--- config.mk ---
export PLATFORM = sky130hd
export DESIGN_NAME = sudoku_cmd_encoder
export DESIGN_NICKNAME = d
export VERILOG_FILES = /design/src/rtl/sudoku_cmd_encoder.sv
export SDC_FILE = /design/constraint.sdc
export NUM_CORES = 1
export LEC_CHECK = 0
export CELL_PAD_IN_SITES_DETAIL_PLACEMENT = 1
export CELL_PAD_IN_SITES_GLOBAL_PLACEMENT = 1
export CORE_AREA = 10 10 118 120
export CTS_CLUSTER_DIAMETER = 30
export DETAILED_ROUTE_END_ITERATION = 7
export DIE_AREA = 0 0 128 130
export HOLD_SLACK_MARGIN = 0.12
export PLACE_DENSITY = 0.5
export SLEW_MARGIN = 15
export SYNTH_ARGS = -nofsm -noshare
export SYNTH_HDL_FRONTEND = slang
export SYNTH_SLANG_ARGS = --single-unit
--- constraint.sdc ---
create_clock -name clk -period 2.4 [get_ports clk]
set_clock_uncertainty 0.2 [all_clocks]
set_input_delay 0.24 -clock clk [delete_from_list [all_inputs] [get_ports clk]]
set_output_delay 0.24 -clock clk [all_outputs]
set_load 0.01 [all_outputs]
--- src/rtl/sudoku_cmd_encoder.sv ---
// Turns raw buttons and keypad strobes into single-cycle, one-hot engine commands with debounce and spacing.
// Build option: define SUDOKU_CMD_AUTOREPEAT_EN to auto-repeat held direction buttons.
module sudoku_cmd_encoder #(
   parameter int DEBOUNCE_CYCLES = 16,
   parameter int GAP_CYCLES      = 4
) (
   input  logic       clk,
   input  logic       reset,
   input  logic       btn_up,
   input  logic       btn_down,
   input  logic       btn_left,
   input  logic       btn_right,
   input  logic       btn_enter,
   input  logic       key_press,
   input  logic [3:0] key_code,
   input  logic       engine_ready,
   output logic       cmd_up,
   output logic       cmd_down,
   output logic       cmd_left,
   output logic       cmd_right,
   output logic       cmd_enter,
   output logic [3:0] cmd_number,
   output logic       cmd_valid
);

   // Source index order doubles as issue priority: up, down, left, right, number, enter.
   localparam int NSRC  = 6;
   localparam int SRC_NUM = 4;
   localparam int CNT_W = (DEBOUNCE_CYCLES > 1) ? $clog2(DEBOUNCE_CYCLES) : 1;
   localparam int GW    = (GAP_CYCLES > 1) ? $clog2(GAP_CYCLES) : 1;
   localparam logic [CNT_W-1:0] DB_LAST  = CNT_W'(DEBOUNCE_CYCLES - 1);
   localparam logic [GW-1:0]    GAP_LAST = GW'((GAP_CYCLES > 0) ? GAP_CYCLES - 1 : 0);

   typedef enum logic [1:0] {ST_IDLE, ST_ISSUE, ST_GAP} state_t;

   logic [NSRC-1:0] raw;
   logic [NSRC-1:0] sync1_q, sync2_q;
   logic [3:0]      code1_q, code2_q;
   logic [NSRC-1:0] rise, rep_fire, src_set;
   logic [NSRC-1:0] pend_q, pend_d, sel;
   logic [3:0]      digit_q, digit_d;
   logic            num_ok;

   state_t          state_q, state_d;
   logic [GW-1:0]   gap_cnt_q, gap_cnt_d;
   logic            issue_go;
   logic            valid_q, valid_d;
   logic [4:0]      type_q, type_d;
   logic [3:0]      num_q, num_d;

   assign raw = {btn_enter, key_press, btn_right, btn_left, btn_down, btn_up};

   // key_code rides the same two-stage pipeline so it lines up with key_press.
   always_ff @(posedge clk or negedge reset) begin
      if (!reset) begin
         sync1_q <= '0;
         sync2_q <= '0;
         code1_q <= '0;
         code2_q <= '0;
      end else begin
         sync1_q <= raw;
         sync2_q <= sync1_q;
         code1_q <= key_code;
         code2_q <= code1_q;
      end
   end

   genvar gi;
   generate
      for (gi = 0; gi < NSRC; gi++) begin : g_src
         logic [CNT_W-1:0] cnt_q;
         logic             deb_q;

         always_ff @(posedge clk or negedge reset) begin
            if (!reset) begin
               cnt_q <= '0;
               deb_q <= 1'b0;
            end else if (sync2_q[gi] != deb_q) begin
               if (cnt_q == DB_LAST) begin
                  deb_q <= sync2_q[gi];
                  cnt_q <= '0;
               end else begin
                  cnt_q <= cnt_q + 1'b1;
               end
            end else begin
               cnt_q <= '0;
            end
         end

         // Rising edge of the debounced level, visible on the edge that commits it.
         assign rise[gi] = sync2_q[gi] & ~deb_q & (cnt_q == DB_LAST);

`ifdef SUDOKU_CMD_AUTOREPEAT_EN
         if (gi < 4) begin : g_rep
            localparam int REP_W = $clog2(8 * DEBOUNCE_CYCLES);
            localparam logic [REP_W-1:0] FIRST_LAST = REP_W'(8 * DEBOUNCE_CYCLES - 1);
            localparam logic [REP_W-1:0] NEXT_LAST  = REP_W'(4 * DEBOUNCE_CYCLES - 1);
            logic [REP_W-1:0] rep_cnt_q;
            logic             rep_first_q;
            logic             rep_hit;

            assign rep_hit = deb_q & (rep_cnt_q == (rep_first_q ? FIRST_LAST : NEXT_LAST));

            always_ff @(posedge clk or negedge reset) begin
               if (!reset) begin
                  rep_cnt_q   <= '0;
                  rep_first_q <= 1'b1;
               end else if (!deb_q) begin
                  rep_cnt_q   <= '0;
                  rep_first_q <= 1'b1;
               end else if (rep_hit) begin
                  rep_cnt_q   <= '0;
                  rep_first_q <= 1'b0;
               end else begin
                  rep_cnt_q   <= rep_cnt_q + 1'b1;
               end
            end

            assign rep_fire[gi] = rep_hit;
         end else begin : g_norep
            assign rep_fire[gi] = 1'b0;
         end
`else
         assign rep_fire[gi] = 1'b0;
`endif
      end
   endgenerate

   // Digits 10..15 are not legal cell values and never become pending.
   assign num_ok = (code2_q <= 4'd9);

   always_comb begin
      src_set          = rise | rep_fire;
      src_set[SRC_NUM] = rise[SRC_NUM] & num_ok;
   end

   assign sel = pend_q & (~pend_q + NSRC'(1));

   always_comb begin
      state_d   = state_q;
      gap_cnt_d = gap_cnt_q;
      issue_go  = 1'b0;
      case (state_q)
         ST_IDLE: begin
            if (|pend_q && engine_ready) begin
               issue_go = 1'b1;
               state_d  = ST_ISSUE;
            end
         end
         ST_ISSUE: begin
            if (GAP_CYCLES == 0) begin
               state_d = ST_IDLE;
            end else begin
               state_d   = ST_GAP;
               gap_cnt_d = '0;
            end
         end
         ST_GAP: begin
            // The last gap cycle arbitrates like IDLE so pulses can be GAP_CYCLES+1 apart.
            if (gap_cnt_q == GAP_LAST) begin
               if (|pend_q && engine_ready) begin
                  issue_go = 1'b1;
                  state_d  = ST_ISSUE;
               end else begin
                  state_d = ST_IDLE;
               end
            end else begin
               gap_cnt_d = gap_cnt_q + 1'b1;
            end
         end
         default: state_d = ST_IDLE;
      endcase
   end

   always_comb begin
      pend_d  = pend_q;
      digit_d = digit_q;
      valid_d = 1'b0;
      type_d  = '0;
      num_d   = '0;
      if (issue_go) begin
         pend_d  = pend_q & ~sel;
         valid_d = 1'b1;
         type_d  = {sel[5], sel[3:0]};
         num_d   = sel[SRC_NUM] ? digit_q : 4'd0;
      end
      // A fresh press wins over a same-edge clear so it is never lost.
      pend_d = pend_d | src_set;
      if (src_set[SRC_NUM]) begin
         digit_d = code2_q;
      end
   end

   always_ff @(posedge clk or negedge reset) begin
      if (!reset) begin
         state_q   <= ST_IDLE;
         gap_cnt_q <= '0;
         pend_q    <= '0;
         digit_q   <= '0;
         valid_q   <= 1'b0;
         type_q    <= '0;
         num_q     <= '0;
      end else begin
         state_q   <= state_d;
         gap_cnt_q <= gap_cnt_d;
         pend_q    <= pend_d;
         digit_q   <= digit_d;
         valid_q   <= valid_d;
         type_q    <= type_d;
         num_q     <= num_d;
      end
   end

   assign cmd_valid  = valid_q;
   assign cmd_up     = type_q[0];
   assign cmd_down   = type_q[1];
   assign cmd_left   = type_q[2];
   assign cmd_right  = type_q[3];
   assign cmd_enter  = type_q[4];
   assign cmd_number = num_q;

endmodule

Yosys cells after proc, flatten, opt, wreduce, memory -nomap -nowiden --
Index checks and enable logic that the tools add are counted.
Storage, ports and cells: bits in registers 74, input bits 13, output and inout bits 10, word-level logic and storage cells 112
Operators by class: add/subtract/negate cells 8, $lt $le $gt $ge 1, equality and inequality tests 18, multiplexer cells 26, bitwise gates (word level) 24, reduce and logical (&&, ||, !) cells 12
Operator list (number):
- $mux 4 | 14
- $add 4x1->4 const B | 6
- $eq 4x4->1 const B | 6
- $reduce_and 2->1 | 8
- $and 1x1->1 | 13
- $and 6x6->6 | 2
- $not 6->6 | 2
- $add 6x1->6 const B | 1
- $mux 2 | 3
- $mux 6 | 1
- $ne 1x1->1 | 6
- $ne 2x2->1 const B | 3
- $not 1->1 | 6
- $or 6x6->6 | 1
- $pmux 2 s3 | 1
- $reduce_or 6->1 | 1
- $mux 5 | 1
- $eq 2x2->1 const B | 2
- $le 4x4->1 const B | 1
- $mux 1 | 4
- $pmux 2 s2 | 1
- $add 2x1->2 const B | 1
- $eq 2x1->1 const B | 1
- $logic_not 2->1 | 1
- other kinds (3) | 3

Longest topological paths before layout --
word-level depth 7, gate-level depth with buffers 5, gate-level depth less buffers 4

Worst setup path before layout --
OpenSTA, ideal clock, no wires.
path type reg-to-reg, from reg g_src[4].cnt_q[0], to reg digit_q[0], library setup time 0.125 ns, arrival 1.329 ns, path slack 0.746 ns, cell stages (with the launch flop) 6, path buffers 1, cell sequence dfrtp_1 -> ha_1 -> and3_4 -> and3_4 -> buf_6 -> mux2_4
On the way: cells in the longest elaborated chain, start to end 3
RTL lines:
- start: declaration | line 71 | logic [CNT_W-1:0] cnt_q;
- start signal: assignment | line 83 | cnt_q <= cnt_q + 1'b1;
- $eq 4x4->1 | line 91 | assign rise[gi] = sync2_q[gi] & ~deb_q & (cnt_q == DB_LAST);
- $and 1x1->1 | line 91
- $and 1x1->1 | line 134 | src_set[SRC_NUM] = rise[SRC_NUM] & num_ok;
- end signal: assignment | line 207 | digit_q <= digit_d;
- end: declaration | line 41 | logic [3:0] digit_q, digit_d;
No other way between the ends. A chain may end at the register's enable or synchronous reset.

Final worst setup path --
from reg gap_cnt_q[0], to reg gap_cnt_q[1]
On the way: cells in the longest elaborated chain, start to end 3, elaborated cells between the ends (all ways) 6, those cells by class 1 x add/sub; 2 x eq/ne; 2 x mux; 1 x reduce/logical
RTL lines:
- start: declaration | line 45 | logic [GW-1:0] gap_cnt_q, gap_cnt_d;
- start signal: assignment | line 205 | gap_cnt_q <= gap_cnt_d;
- $add 2x1->2 / $eq 2x2->1 (equally long branches) | line 168, 160
- $mux 2 / $ne 2x2->1 (equally long branches)
- $pmux 2 s2 / $reduce_and 2->1 (equally long branches)
Several ways; a longest one is shown, not always the timed one. The select of a mux whose other input is x is not followed.

==> qor.csv <==
metric,value,unit
run status,"finished, final reports clean",
synthesized cell area,0.00286,mm^2
fraction of layout instances using a drive strength above 1,13.3,%
cts bufs inserted,9,
Setup CP Type,flip-flop to flip-flop,
post-CTS resize count,0,
hold buffer count at CTS,1,
Leak Pwr,0.00161,uW
setup violators final,0,
reg2reg end,gap_cnt_q[1],
IO Count,23,
"critical path fanouts, max",9,
Peak supply drop,0.422,mV
clk_lat worst skew,330,ps
Worst-path clk slew,60,ps
Multi-input gate area,927,um^2
Setup WS pre-CTS,684,ps
YS warnings,0,
pin count of the biggest net entering global routing,40,
first-pass GRT wire length,9070,um
Clock Sinks,74,
total gr overflow,0,
Critical Path AT,1710,ps
core footprint,0.0117,mm^2
Avg WL per Cell,13.3,um
P&R area growth vs syn,24.4,%
setup slack after layout,700,ps
Yosys top cell by area,dfrtp_1,
total track usage,6.83,%
CTS root buf,clkbuf_16,
FF/Latch Area,0.00185,mm^2
Final ANT Viol Nets,0,
CTS tree,yes,
Synth Register Bits,74,
syn nets,239,
Critical Path End,gap_cnt_q[1],
area share of the largest cell type after synthesis,64.8,%
Synth cell types,32,
Initial Utilization,24.4,%
Worst Setup End Kind,flip-flop,
R2R Path Start,gap_cnt_q[0],
First DRT Iteration DRCs,90,
hold violation count in the final report,0,
DP HPWL,3620,um
sequential area share after synthesis,64.8,%
Syn Inst Count,213,
via-per-instance ratio,4.22,
H-Tree Depth,3,
DR DRC count,0,
CP Launch Point,gap_cnt_q[0],
Period minus WS final,1700,ps
initial antenna violation count,0,
fmax,0.588,GHz
Final Cycle Share,70.8,%
routed vias,1673,
site row count,40,
nets,271,
largest cells by area after synthesis,"dfrtp_1, ha_1, nor2b_1",
Final Wtd Congestion,0.664,
vias in the first global route,1794,
"commonest non-fill, non-tap cell in the layout",dfrtp_1,
Post-Syn Area per Cell,13.4,um^2
RSZ-0062 raised after global routing,false,
die area,0.0166,mm^2
fillcell total,1289,
clk buf depth,2,
postcts setup bufs,0,
Slew HR,65.4,%
Hold Path Origin,code1_q[0],
worst reg2reg path depth,4,
Reg2Reg Setup Slack,700,ps
DR pass1 iterations,3,
setup TNS,0,ps
die width,128,um
most frequent cells in the layout,"dfrtp_1, clkdlybuf4s50_1, inv_1",
CP required,2410,ps
final WL,5250,um
max-capacitance violation count,0,
Critical Path Start Type,flip-flop,
die height,130,um
# diodes,0,
Pwr Density,799,mW/mm^2
worst min-delay path class,flip-flop to flip-flop,
Final Max Tran Viols,0,
Port-buffer cells,22,
Worst Tran Pin Value,520,ps
==> final cells by class <==
| class | instances | area share, % |
|---|---|---|
| clock buffers | 10 | 6.45 |
| clock inverters | 5 | 1.59 |
| inverters | 15 | 1.59 |
| multi-input cells | 121 | 26.1 |
| flip-flops and latches | 74 | 52.1 |
| well taps | 147 | 5.18 |
| repair buffers | 24 | 6.97 |
==> metrics by stage <==
| stage | hold slack (ps) | total power, uW | instances | instance area [um^2] | utilization [%] |
|---|---|---|---|---|---|
| 6_report | 148 | 2840 | 396 | 3550 | 30.3 |
| 5_1_grt | 140 | 2990 | 396 | 3550 | 30.3 |
| 4_1_cts | 143 | 2880 | 396 | 3550 | 30.3 |
| 3_5_place_dp | 59.1 | 1570 | 380 | 3260 | 27.8 |
| 3_3_place_gp | 57.8 | 1560 | 380 | 3260 | 27.8 |
| 2_1_floorplan | -256 | 1480 | 213 | 2860 | - |
==> synth_stat cells (all sizes together) <==
cell type / number
a22oi: 1
dfrtp: 74
nor2: 12
a22o: 7
a31oi: 1
buf: 2
nand4: 1
nand4b: 5
a311oi: 1
clkbuf: 1
mux2i: 1
nand2: 1
a21oi: 12
xnor2: 6
mux2: 10
o21ai: 7
and3: 13
ha: 13
nor2b: 14
nor3: 8
nor4: 1
nand2b: 1
a21o: 3
inv: 15
nand3: 2
nand3b: 1
==> worst max-delay path, cell delays in order (launching register included) <==
cell	delay, ps
dfrtp_1	410
ha_1	240
nand2b_1	290
nor2b_1	220
a22o_1	240
==> flip-flops by register name, indices dropped and copies added (netlist names) <==
| register | cells |
|---|---|
| g_src.cnt_q | 24 |
| g_src.deb_q | 6 |
| pend_q | 6 |
| sync1_q | 6 |
| sync2_q | 6 |
| type_q | 5 |
| cmd_number | 4 |
| code1_q | 4 |
| code2_q | 4 |
| digit_q | 4 |
| gap_cnt_q | 2 |
| state_q | 2 |
| cmd_valid | 1 |
==> cells by family (layout without fill, tap and decap cells) <==
group                    count (synthesis)  count (layout)  share of synthesized area (%)
flip-flops                              74              74                           64.8
adder cells (fa/ha/maj)                 13              13                           5.69
AND/OR/NAND/NOR                         59              59                           13.0
XOR/XNOR                                 6               6                           1.84
buffers and inverters                   18              54                           2.72
multiplexers                            11              11                           4.82
AO/OA/AOI/OAI                           32              32                           7.10
==> routing by layer <==
metal  vias to the layer above  part of all wire, %  track usage [%]  routed length [um]
met3                        11                  4.5             2.11                 236
met2                        25                   42             9.23                2200
li1                        805                    -                -                   -
met4                         0                  3.0             4.57                 158
met5                         -                    0                0                   0
met1                       832                   51             9.12                2650
==> how the worst min path moves through the flow <==
| stage | cells past startpoint | slack (ps) | end |
|---|---|---|---|
| floorplan | 0 | -260 | cmd_number[0] |
| global placement | 1 | 60 | g_src[3].cnt_q[2] |
| detailed placement | 1 | 60 | g_src[3].cnt_q[2] |
| CTS | 1 | 140 | sync1_q[5] |
| global route | 1 | 140 | code1_q[0] |
| finish | 0 | 150 | code2_q[0] |
==> report_power, final <==
| group | switching (uW) | internal (uW) | total (uW) |
|---|---|---|---|
| clock | 500 | 797 | 1300 |
| combinational | 86.5 | 101 | 187 |
| sequential | 47.8 | 1310 | 1350 |
No activity file was read; power rests on OpenSTA's default activity.
